[config.mk]
export PLATFORM = sky130hd
export DESIGN_NAME = uart_tx_fifo_flat
export DESIGN_NICKNAME = d
export VERILOG_FILES = /design/src/rtl/uart_pkg.sv /design/src/rtl/uart_tx_fifo_if.sv /design/src/rtl/uart_tx_fifo_sync_fifo.sv /design/src/rtl/uart_tx_fifo.sv /design/src/flat_wrapper.sv
export SDC_FILE = /design/constraint.sdc
export NUM_CORES = 1
export LEC_CHECK = 0
export CORE_ASPECT_RATIO = 1.2
export CORE_UTILIZATION = 45
export CTS_CLUSTER_DIAMETER = 50
export CTS_CLUSTER_SIZE = 16
export DETAILED_ROUTE_END_ITERATION = 10
export HOLD_SLACK_MARGIN = 0.12
export PLACE_DENSITY = 0.67
export SLEW_MARGIN = 20
export SYNTH_ARGS = -nofsm -noshare
export SYNTH_HDL_FRONTEND = slang
export SYNTH_SLANG_ARGS = --single-unit
export TNS_END_PERCENT = 20
[constraint.sdc]
create_clock -name clk -period 4.8 [get_ports clk]
set_input_delay 0.96 -clock clk [delete_from_list [all_inputs] [get_ports clk]]
set_output_delay 0.96 -clock clk [all_outputs]
set_load 0.05 [all_outputs]
[src/rtl/uart_pkg.sv]
// Shared UART types and helpers for the transmitter and the future receiver.
// The BREAK state exists only when UART_TX_BREAK_EN is defined.
package uart_pkg;

  typedef enum logic [1:0] {
    PAR_NONE = 2'd0,
    PAR_EVEN = 2'd1,
    PAR_ODD  = 2'd2
  } parity_mode_t;

  typedef enum logic [2:0] {
    IDLE,
    START,
    DATA,
    PARITY,
    STOP
`ifdef UART_TX_BREAK_EN
    , BREAK
`endif
  } tx_state_t;

  function automatic int clks_per_bit(input int clk_freq, input int baud);
    return clk_freq / baud;
  endfunction

  // Both 00 and 11 on the mode pins mean no parity.
  function automatic parity_mode_t decode_parity(input logic [1:0] mode);
    case (mode)
      2'b01:   return PAR_EVEN;
      2'b10:   return PAR_ODD;
      default: return PAR_NONE;
    endcase
  endfunction

endpackage

[src/rtl/uart_tx_fifo_if.sv]
// Ready/valid write channel from a byte producer into the UART transmit FIFO.
interface uart_tx_fifo_if #(
  parameter int DATA_BITS = 8
) ();
  logic                 i_tx_valid;
  logic                 o_tx_ready;
  logic [DATA_BITS-1:0] i_tx_data;

  modport master (output i_tx_valid, output i_tx_data, input o_tx_ready);
  modport slave  (input i_tx_valid, input i_tx_data, output o_tx_ready);
endinterface

[src/rtl/uart_tx_fifo_sync_fifo.sv]
// Single-clock show-ahead FIFO; full/empty derive from the occupancy count.
module sync_fifo #(
  parameter int WIDTH = 8,
  parameter int DEPTH = 16
) (
  input  logic                       clk,
  input  logic                       rst,
  input  logic                       push,
  input  logic [WIDTH-1:0]           data_in,
  input  logic                       pop,
  output logic [WIDTH-1:0]           data_out,
  output logic                       full,
  output logic                       empty,
  output logic [$clog2(DEPTH+1)-1:0] count
);
  localparam int PTR_W = $clog2(DEPTH);
  localparam int CNT_W = $clog2(DEPTH+1);

  if (DEPTH < 2 || (DEPTH & (DEPTH - 1)) != 0) begin : g_bad_depth
    $error("sync_fifo: DEPTH must be a power of 2 and >= 2");
  end

  logic [WIDTH-1:0] mem [DEPTH];
  logic [PTR_W-1:0] wr_ptr, rd_ptr;
  logic             do_push, do_pop;

  assign full     = (count == CNT_W'(DEPTH));
  assign empty    = (count == '0);
  // A full FIFO refuses a write even when the same edge also pops.
  assign do_push  = push && !full;
  assign do_pop   = pop && !empty;
  assign data_out = mem[rd_ptr];

  // NOTE: storage has no reset; only pointers and count define validity, so a flush never needs to clear the array.
  always_ff @(posedge clk) begin
    if (do_push) mem[wr_ptr] <= data_in;
  end

  // NOTE: sequential state uses non-blocking assignments so every register samples pre-edge values.
  always_ff @(posedge clk or posedge rst) begin
    if (rst) begin
      wr_ptr <= '0;
      rd_ptr <= '0;
      count  <= '0;
    end else begin
      if (do_push) wr_ptr <= wr_ptr + PTR_W'(1);
      if (do_pop)  rd_ptr <= rd_ptr + PTR_W'(1);
      case ({do_push, do_pop})
        2'b10:   count <= count + CNT_W'(1);
        2'b01:   count <= count - CNT_W'(1);
        default: count <= count;
      endcase
    end
  end
endmodule

[src/rtl/uart_tx_fifo.sv]
// UART transmitter with integrated FIFO, run-time parity/stop selection latched per frame.
// Optional line-break generation is compiled in with UART_TX_BREAK_EN.
module uart_tx_fifo
  import uart_pkg::*;
#(
  parameter int CLK_FREQ   = 50000000,
  parameter int BAUD       = 115200,
  parameter int DATA_BITS  = 8,
  parameter int FIFO_DEPTH = 16
) (
  input  logic                            clk,
  input  logic                            rst,
  uart_tx_fifo_if.slave                   tx,
  input  logic [1:0]                      i_parity_mode,
  input  logic                            i_two_stop,
`ifdef UART_TX_BREAK_EN
  input  logic                            i_break,
`endif
  output logic                            o_tx_serial,
  output logic                            o_tx_active,
  output logic                            o_tx_done,
  output logic [$clog2(FIFO_DEPTH+1)-1:0] o_fifo_count
);
  localparam int CLKS_PER_BIT = clks_per_bit(CLK_FREQ, BAUD);
  localparam int CNT_W        = $clog2(CLKS_PER_BIT);
  localparam int IDX_W        = $clog2(DATA_BITS + 5);
  localparam logic [CNT_W-1:0] CNT_MAX = CNT_W'(CLKS_PER_BIT - 1);

  if (CLKS_PER_BIT < 2) begin : g_bad_baud
    $error("uart_tx_fifo: CLK_FREQ/BAUD must be at least 2");
  end
  if (DATA_BITS < 5 || DATA_BITS > 9) begin : g_bad_width
    $error("uart_tx_fifo: DATA_BITS must be in 5..9");
  end

  tx_state_t            state_q, state_d;
  logic [CNT_W-1:0]     cnt_q;
  logic [IDX_W-1:0]     bit_idx_q;
  logic [DATA_BITS-1:0] shreg_q;
  parity_mode_t         mode_q;
  logic                 two_stop_q;
  logic                 par_q;
  logic                 pop, load, frame_end, bit_end;
  logic                 line_d, active_d;
  logic [DATA_BITS-1:0] head;
  logic                 full, empty;

  sync_fifo #(
    .WIDTH (DATA_BITS),
    .DEPTH (FIFO_DEPTH)
  ) u_fifo (
    .clk      (clk),
    .rst      (rst),
    .push     (tx.i_tx_valid),
    .data_in  (tx.i_tx_data),
    .pop      (pop),
    .data_out (head),
    .full     (full),
    .empty    (empty),
    .count    (o_fifo_count)
  );

  assign tx.o_tx_ready = !full;
  assign bit_end       = (cnt_q == CNT_MAX);

  always_ff @(posedge clk or posedge rst) begin
    if (rst) state_q <= IDLE;
    else     state_q <= state_d;
  end

  // NOTE: every output of a combinational block gets a default first, so no path can infer a latch.
  always_comb begin
    state_d   = state_q;
    pop       = 1'b0;
    load      = 1'b0;
    frame_end = 1'b0;
    case (state_q)
      IDLE: begin
        if (!empty) begin
          pop     = 1'b1;
          load    = 1'b1;
          state_d = START;
        end
`ifdef UART_TX_BREAK_EN
        if (i_break) begin
          pop     = 1'b0;
          load    = 1'b0;
          state_d = BREAK;
        end
`endif
      end
      START:  if (bit_end) state_d = DATA;
      DATA: begin
        if (bit_end && bit_idx_q == IDX_W'(DATA_BITS - 1))
          state_d = (mode_q == PAR_NONE) ? STOP : PARITY;
      end
      PARITY: if (bit_end) state_d = STOP;
      STOP: begin
        // bit_idx counts stop periods, so the second stop bit ends at index 1.
        if (bit_end && bit_idx_q == IDX_W'(two_stop_q)) begin
          frame_end = 1'b1;
          state_d   = IDLE;
          if (!empty) begin
            pop     = 1'b1;
            load    = 1'b1;
            state_d = START;
          end
`ifdef UART_TX_BREAK_EN
          if (i_break) begin
            pop     = 1'b0;
            load    = 1'b0;
            state_d = BREAK;
          end
`endif
        end
      end
`ifdef UART_TX_BREAK_EN
      BREAK: if (bit_end && bit_idx_q == IDX_W'(DATA_BITS + 4)) state_d = IDLE;
`endif
      default: state_d = IDLE;
    endcase
  end

  always_comb begin
    line_d   = 1'b1;
    active_d = (state_q != IDLE);
    case (state_q)
      START:  line_d = 1'b0;
      DATA:   line_d = shreg_q[0];
      PARITY: line_d = par_q;
`ifdef UART_TX_BREAK_EN
      // Low for DATA_BITS+4 periods, then one high recovery period.
      BREAK:  line_d = (bit_idx_q == IDX_W'(DATA_BITS + 4));
`endif
      default: line_d = 1'b1;
    endcase
  end

  always_ff @(posedge clk or posedge rst) begin
    if (rst) begin
      cnt_q      <= '0;
      bit_idx_q  <= '0;
      shreg_q    <= '0;
      mode_q     <= PAR_NONE;
      two_stop_q <= 1'b0;
      par_q      <= 1'b0;
    end else begin
      if (state_q == IDLE || bit_end) cnt_q <= '0;
      else                            cnt_q <= cnt_q + CNT_W'(1);

      if (state_d != state_q) bit_idx_q <= '0;
      else if (bit_end)       bit_idx_q <= bit_idx_q + IDX_W'(1);

      if (load) begin
        shreg_q    <= head;
        mode_q     <= decode_parity(i_parity_mode);
        two_stop_q <= i_two_stop;
        par_q      <= (^head) ^ (decode_parity(i_parity_mode) == PAR_ODD);
      end else if (state_q == DATA && bit_end) begin
        shreg_q <= shreg_q >> 1;
      end
    end
  end

  // Outputs follow the state by one cycle so the line comes straight from a flop.
  always_ff @(posedge clk or posedge rst) begin
    if (rst) begin
      o_tx_serial <= 1'b1;
      o_tx_active <= 1'b0;
      o_tx_done   <= 1'b0;
    end else begin
      o_tx_serial <= line_d;
      o_tx_active <= active_d;
      o_tx_done   <= frame_end;
    end
  end
endmodule

[src/flat_wrapper.sv]
// flat-port wrapper written by rule: the top's interface ports become plain ports
module uart_tx_fifo_flat import uart_pkg::*;
#(
  parameter int CLK_FREQ   = 50000000,
  parameter int BAUD       = 115200,
  parameter int DATA_BITS  = 8,
  parameter int FIFO_DEPTH = 16
)
  (clk, rst, i_parity_mode, i_two_stop, o_tx_serial, o_tx_active, o_tx_done, o_fifo_count, tx_i_tx_valid, tx_i_tx_data, tx_o_tx_ready);
  uart_tx_fifo_if #(.DATA_BITS(DATA_BITS)) tx_i ();
  input  logic clk;
  input  logic rst;
  input  logic [1:0] i_parity_mode;
  input  logic i_two_stop;
  output logic o_tx_serial;
  output logic o_tx_active;
  output logic o_tx_done;
  output logic [$clog2(FIFO_DEPTH+1)-1:0] o_fifo_count;
  input wire logic [$bits(tx_i.i_tx_valid)-1:0] tx_i_tx_valid;
  input wire logic [$bits(tx_i.i_tx_data)-1:0] tx_i_tx_data;
  output wire logic [$bits(tx_i.o_tx_ready)-1:0] tx_o_tx_ready;
  assign tx_i.i_tx_valid = tx_i_tx_valid;
  assign tx_i.i_tx_data = tx_i_tx_data;
  assign tx_o_tx_ready = tx_i.o_tx_ready;
  uart_tx_fifo #(.CLK_FREQ(CLK_FREQ), .BAUD(BAUD), .DATA_BITS(DATA_BITS), .FIFO_DEPTH(FIFO_DEPTH)) u_core (.clk(clk), .rst(rst), .tx(tx_i), .i_parity_mode(i_parity_mode), .i_two_stop(i_two_stop), .o_tx_serial(o_tx_serial), .o_tx_active(o_tx_active), .o_tx_done(o_tx_done), .o_fifo_count(o_fifo_count));
endmodule
==> key figures <==
Outcome
  • Status: finished, final reports clean

Global routing
  • First-pass GRT wire length: 21200 um
  • Largest net degree at the start of global routing: 45
  • Gr usage total: 17.1%
  • Grt ovf: 0
  • Vias in the first global route: 3880
  • Initial antenna violation count: 0

Layout
  • Nets: 492
  • Antenna diode count: 0
  • Share of layout cells above drive strength 1: 13.5%
  • Area Growth Syn to Fin: 12.6%

Synth
  • Synth cell count leaders: edfxtp_1 (128), dfrtp_1 (43), nand2_1 (33), nor2_1 (33), mux4_1 (18)
  • Syn Area/Cell: 16.7 um2
  • Number of distinct library cells after synthesis: 48
  • Most used DFF post-synth: edfxtp_1
  • Synth Net Count: 465
  • Async S/R FF share, synth: 25.6%
  • Cells after Synth: 440
  • Largest cells by area after synthesis: edfxtp_1 (52%), dfrtp_1 (15%), mux4_1 (6.5%)
  • Sequential element share of the synthesized area: 67.5%
  • Top cell type's share of synthesized area: 52.5%
  • Most area-hungry cell type in the Yosys netlist: edfxtp_1
  • Mapped cell area: 7330 um2
  • Most common cell in the netlist: edfxtp_1
  • Synthesis-stage register bit count: 172
  • EDFF count, synth: 128
  • Synth Warn #: 0

Timing
  • Maximum clock rate: 264 MHz
  • Setup_tns: 0 ps
  • Final worst slack: 1010 ps
  • Slew @ Worst Pin: 974 ps
  • Hold Vio Cnt, Final: 0
  • Setup violators final: 0
  • Max_slew headroom: 34.9%
  • RSZ-0062 raised after global routing: false
  • Slew Limit Fails: 0
  • Crit path time final: 3790 ps
  • Final setup skew: 12.3 ps
  • Final Cycle Share: 79.0%

Floorplan
  • Initial core utilization: 46.5%
  • Core Box Area: 15800 um2
  • Die X: 118 um
  • # IOs: 23
  • Number of cell rows: 50
  • Die Area: 16800 um2
  • Chip height: 142 um

Worst setup path
  • CP max stage delay: 440 ps
  • Cell Chain, Critical Path: inv_1 > ha_1 > nor4bb_1 > nand3_1 > o21ai_0 > nand2_1 > inv_1 > ha_1 > xor2_1 > ha_1 > nand2_1 > nor2_1 > o21ai_0 > a31oi_1 > xnor2_1
  • Slowest cell on crit path: inv_1
  • Worst path top cell family by delay: simple AND/OR/NAND/NOR gates
  • Capturing element type of the critical path: register
  • Most frequent cell on the critical path: ha_1
  • CP Class: reg -> reg
  • Buf+Inv Stages, Crit Path: 2
  • Worst path arrival time: 4140 ps
  • Worst setup SP type: register
  • Crit path max fanout: 17
  • Critical Path RT: 5150 ps

Clock network
  • H-tree Lvls: 4
  • CTS buffer count: 17
  • Post-CTS sizing: 0
  • CTS clk-pin slew, worst paths: 60 ps
  • Max clock buf depth: 2
  • Clock Latency Late Sink: 430 ps
  • CTS sink cnt: 172
  • CTS tree: built
  • CTS Root Cell: clkbuf_16
  • Post-CTS setup buffer count: 0
  • Hold Buf Count CTS: 0

Routing
  • Initial drt markers: 293
  • Routed WL: 13100 um
  • Drt pass-1 iters: 4
  • Via count: 3843
  • Routed Antenna Nets: 0
  • DRC violations left: 0
  • Vias/cell: 5.59
  • WL/cell: 19.1 um

Hold path
  • Min-delay worst type: reg -> reg

Place
  • GPL Wtd Cong: 0.787
  • DP HPWL: 8730 um
  • Buffers on Ports: 22
  • Dpl ws: 1020 ps

Run
  • Max-cap viol count: 0

Power
  • Leakage: 2.97 nW
  • Worst vdd ir: 0.229 mV
  • Power Dens Cells: 434 nW/um2
-- layout by cell type, fill, tap and decap left out, types with 4 or more instances in the layout --
cell type	instances
nand4_1	7
nor3_1	5
clkdlybuf4s50_1	22
o21ai_0	15
and2_1	4
mux4_1	18
inv_1	9
nand3_1	8
xor2_1	14
a22oi_1	5
nor2_1	33
buf_4	6
dfrtp_1	41
edfxtp_1	128
mux4_2	17
inv_6	4
nand2_1	33
ha_1	11
and3_1	7
clkbuf_16	17
xnor2_1	10
nor2b_1	5
mux2i_1	5
mux2_2	9
-- final timing paths --
| check | end | depth (start not counted) | slack [ps] | startpoint |
|---|---|---|---|---|
| max in group asynchronous | u_core.u_fifo.rd_ptr[0] | 3 | 3400 | rst |
| max | u_core.u_fifo.count[4] | 15 | 1010 | u_core.cnt_q[1] |
| min reg2reg | u_core.mode_q[0] | 2 | 490 | u_core.mode_q[0] |
| max reg2reg | u_core.u_fifo.count[4] | 15 | 1010 | u_core.cnt_q[1] |
| min in group asynchronous | u_core.u_fifo.wr_ptr[3] | 3 | 990 | rst |
| min | u_core.mode_q[0] | 2 | 490 | u_core.mode_q[0] |
-- tightest hold or removal path: cells and delay by family, from the launching register on --
kind	cells	cell delay, ps
AOI/OAI and AO/OA	1	60
DFF	1	340
and+or+nand+nor	1	50
-- area by class of cell --
| cell class | instances | area (um2) |
|---|---|---|
| Clock buffer | 19 | 433 |
| Clock inverter | 13 | 106 |
| Fill cell | 1256 | 7510 |
| Inverter | 10 | 37.5 |
| Multi-Input combinational cell | 238 | 2200 |
| Sequential cell | 172 | 4950 |
| Tap cell | 208 | 260 |
| Timing Repair Buffer | 28 | 265 |
-- metal layers --
| layer | part of all wire, % | wire length (um) | vias to the layer above | GRT usage (%) |
|---|---|---|---|---|
| met2 | 54 | 7040 | 89 | 29.9 |
| met1 | 42 | 5490 | 1986 | 21.1 |
| met3 | 3.4 | 451 | 20 | 3.78 |
| li1 | - | - | 1748 | - |
| met5 | 0 | 0 | - | 0 |
| met4 | 1.2 | 156 | 0 | 5.86 |
-- stage by stage --
step / util [%] / cell area [um2] / total power [mW] / hold WS [ps] / instances
final: 52.3 / 8250 / 3.58 / 487 / 688
after global routing: 52.3 / 8250 / 3.72 / 520 / 688
after CTS: 52.3 / 8250 / 3.61 / 489 / 688
after detailed placement: 48.9 / 7710 / 2.35 / 474 / 656
after global placement: 48.9 / 7710 / 2.33 / 469 / 656
after floorplan: - / 7330 / 2.18 / 449 / 440
-- kinds of logic after synthesis --
group | count (synthesis) | synth area share [%]
xor gates and xnor gates | 28 | 4.01
buffers and inverters | 30 | 2.44
AOI/OAI and AO/OA | 34 | 2.80
DFF | 172 | 67.5
adders and majority gates | 11 | 1.88
muxes | 49 | 13.7
and+or+nand+nor | 116 | 7.62
-- flip-flops by register name, indices dropped and copies added (netlist names), 3 cells and up --
register,flops
u_core.cnt_q,9
u_core.u_fifo.wr_ptr,4
u_core.shreg_q,8
u_core.u_fifo.mem,128
u_core.u_fifo.rd_ptr,4
u_core.u_fifo.count,5
u_core.state_q,3
u_core.bit_idx_q,4
-- power breakdown --
part,internal [mW],switching [mW],leakage (nW)
combinational,0.184,0.297,1.02
clock,0.673,0.581,0.256
sequential,1.75,0.0903,1.69
total,2.61,0.969,2.97
Note: power is estimated with default switching activity, not from simulation.
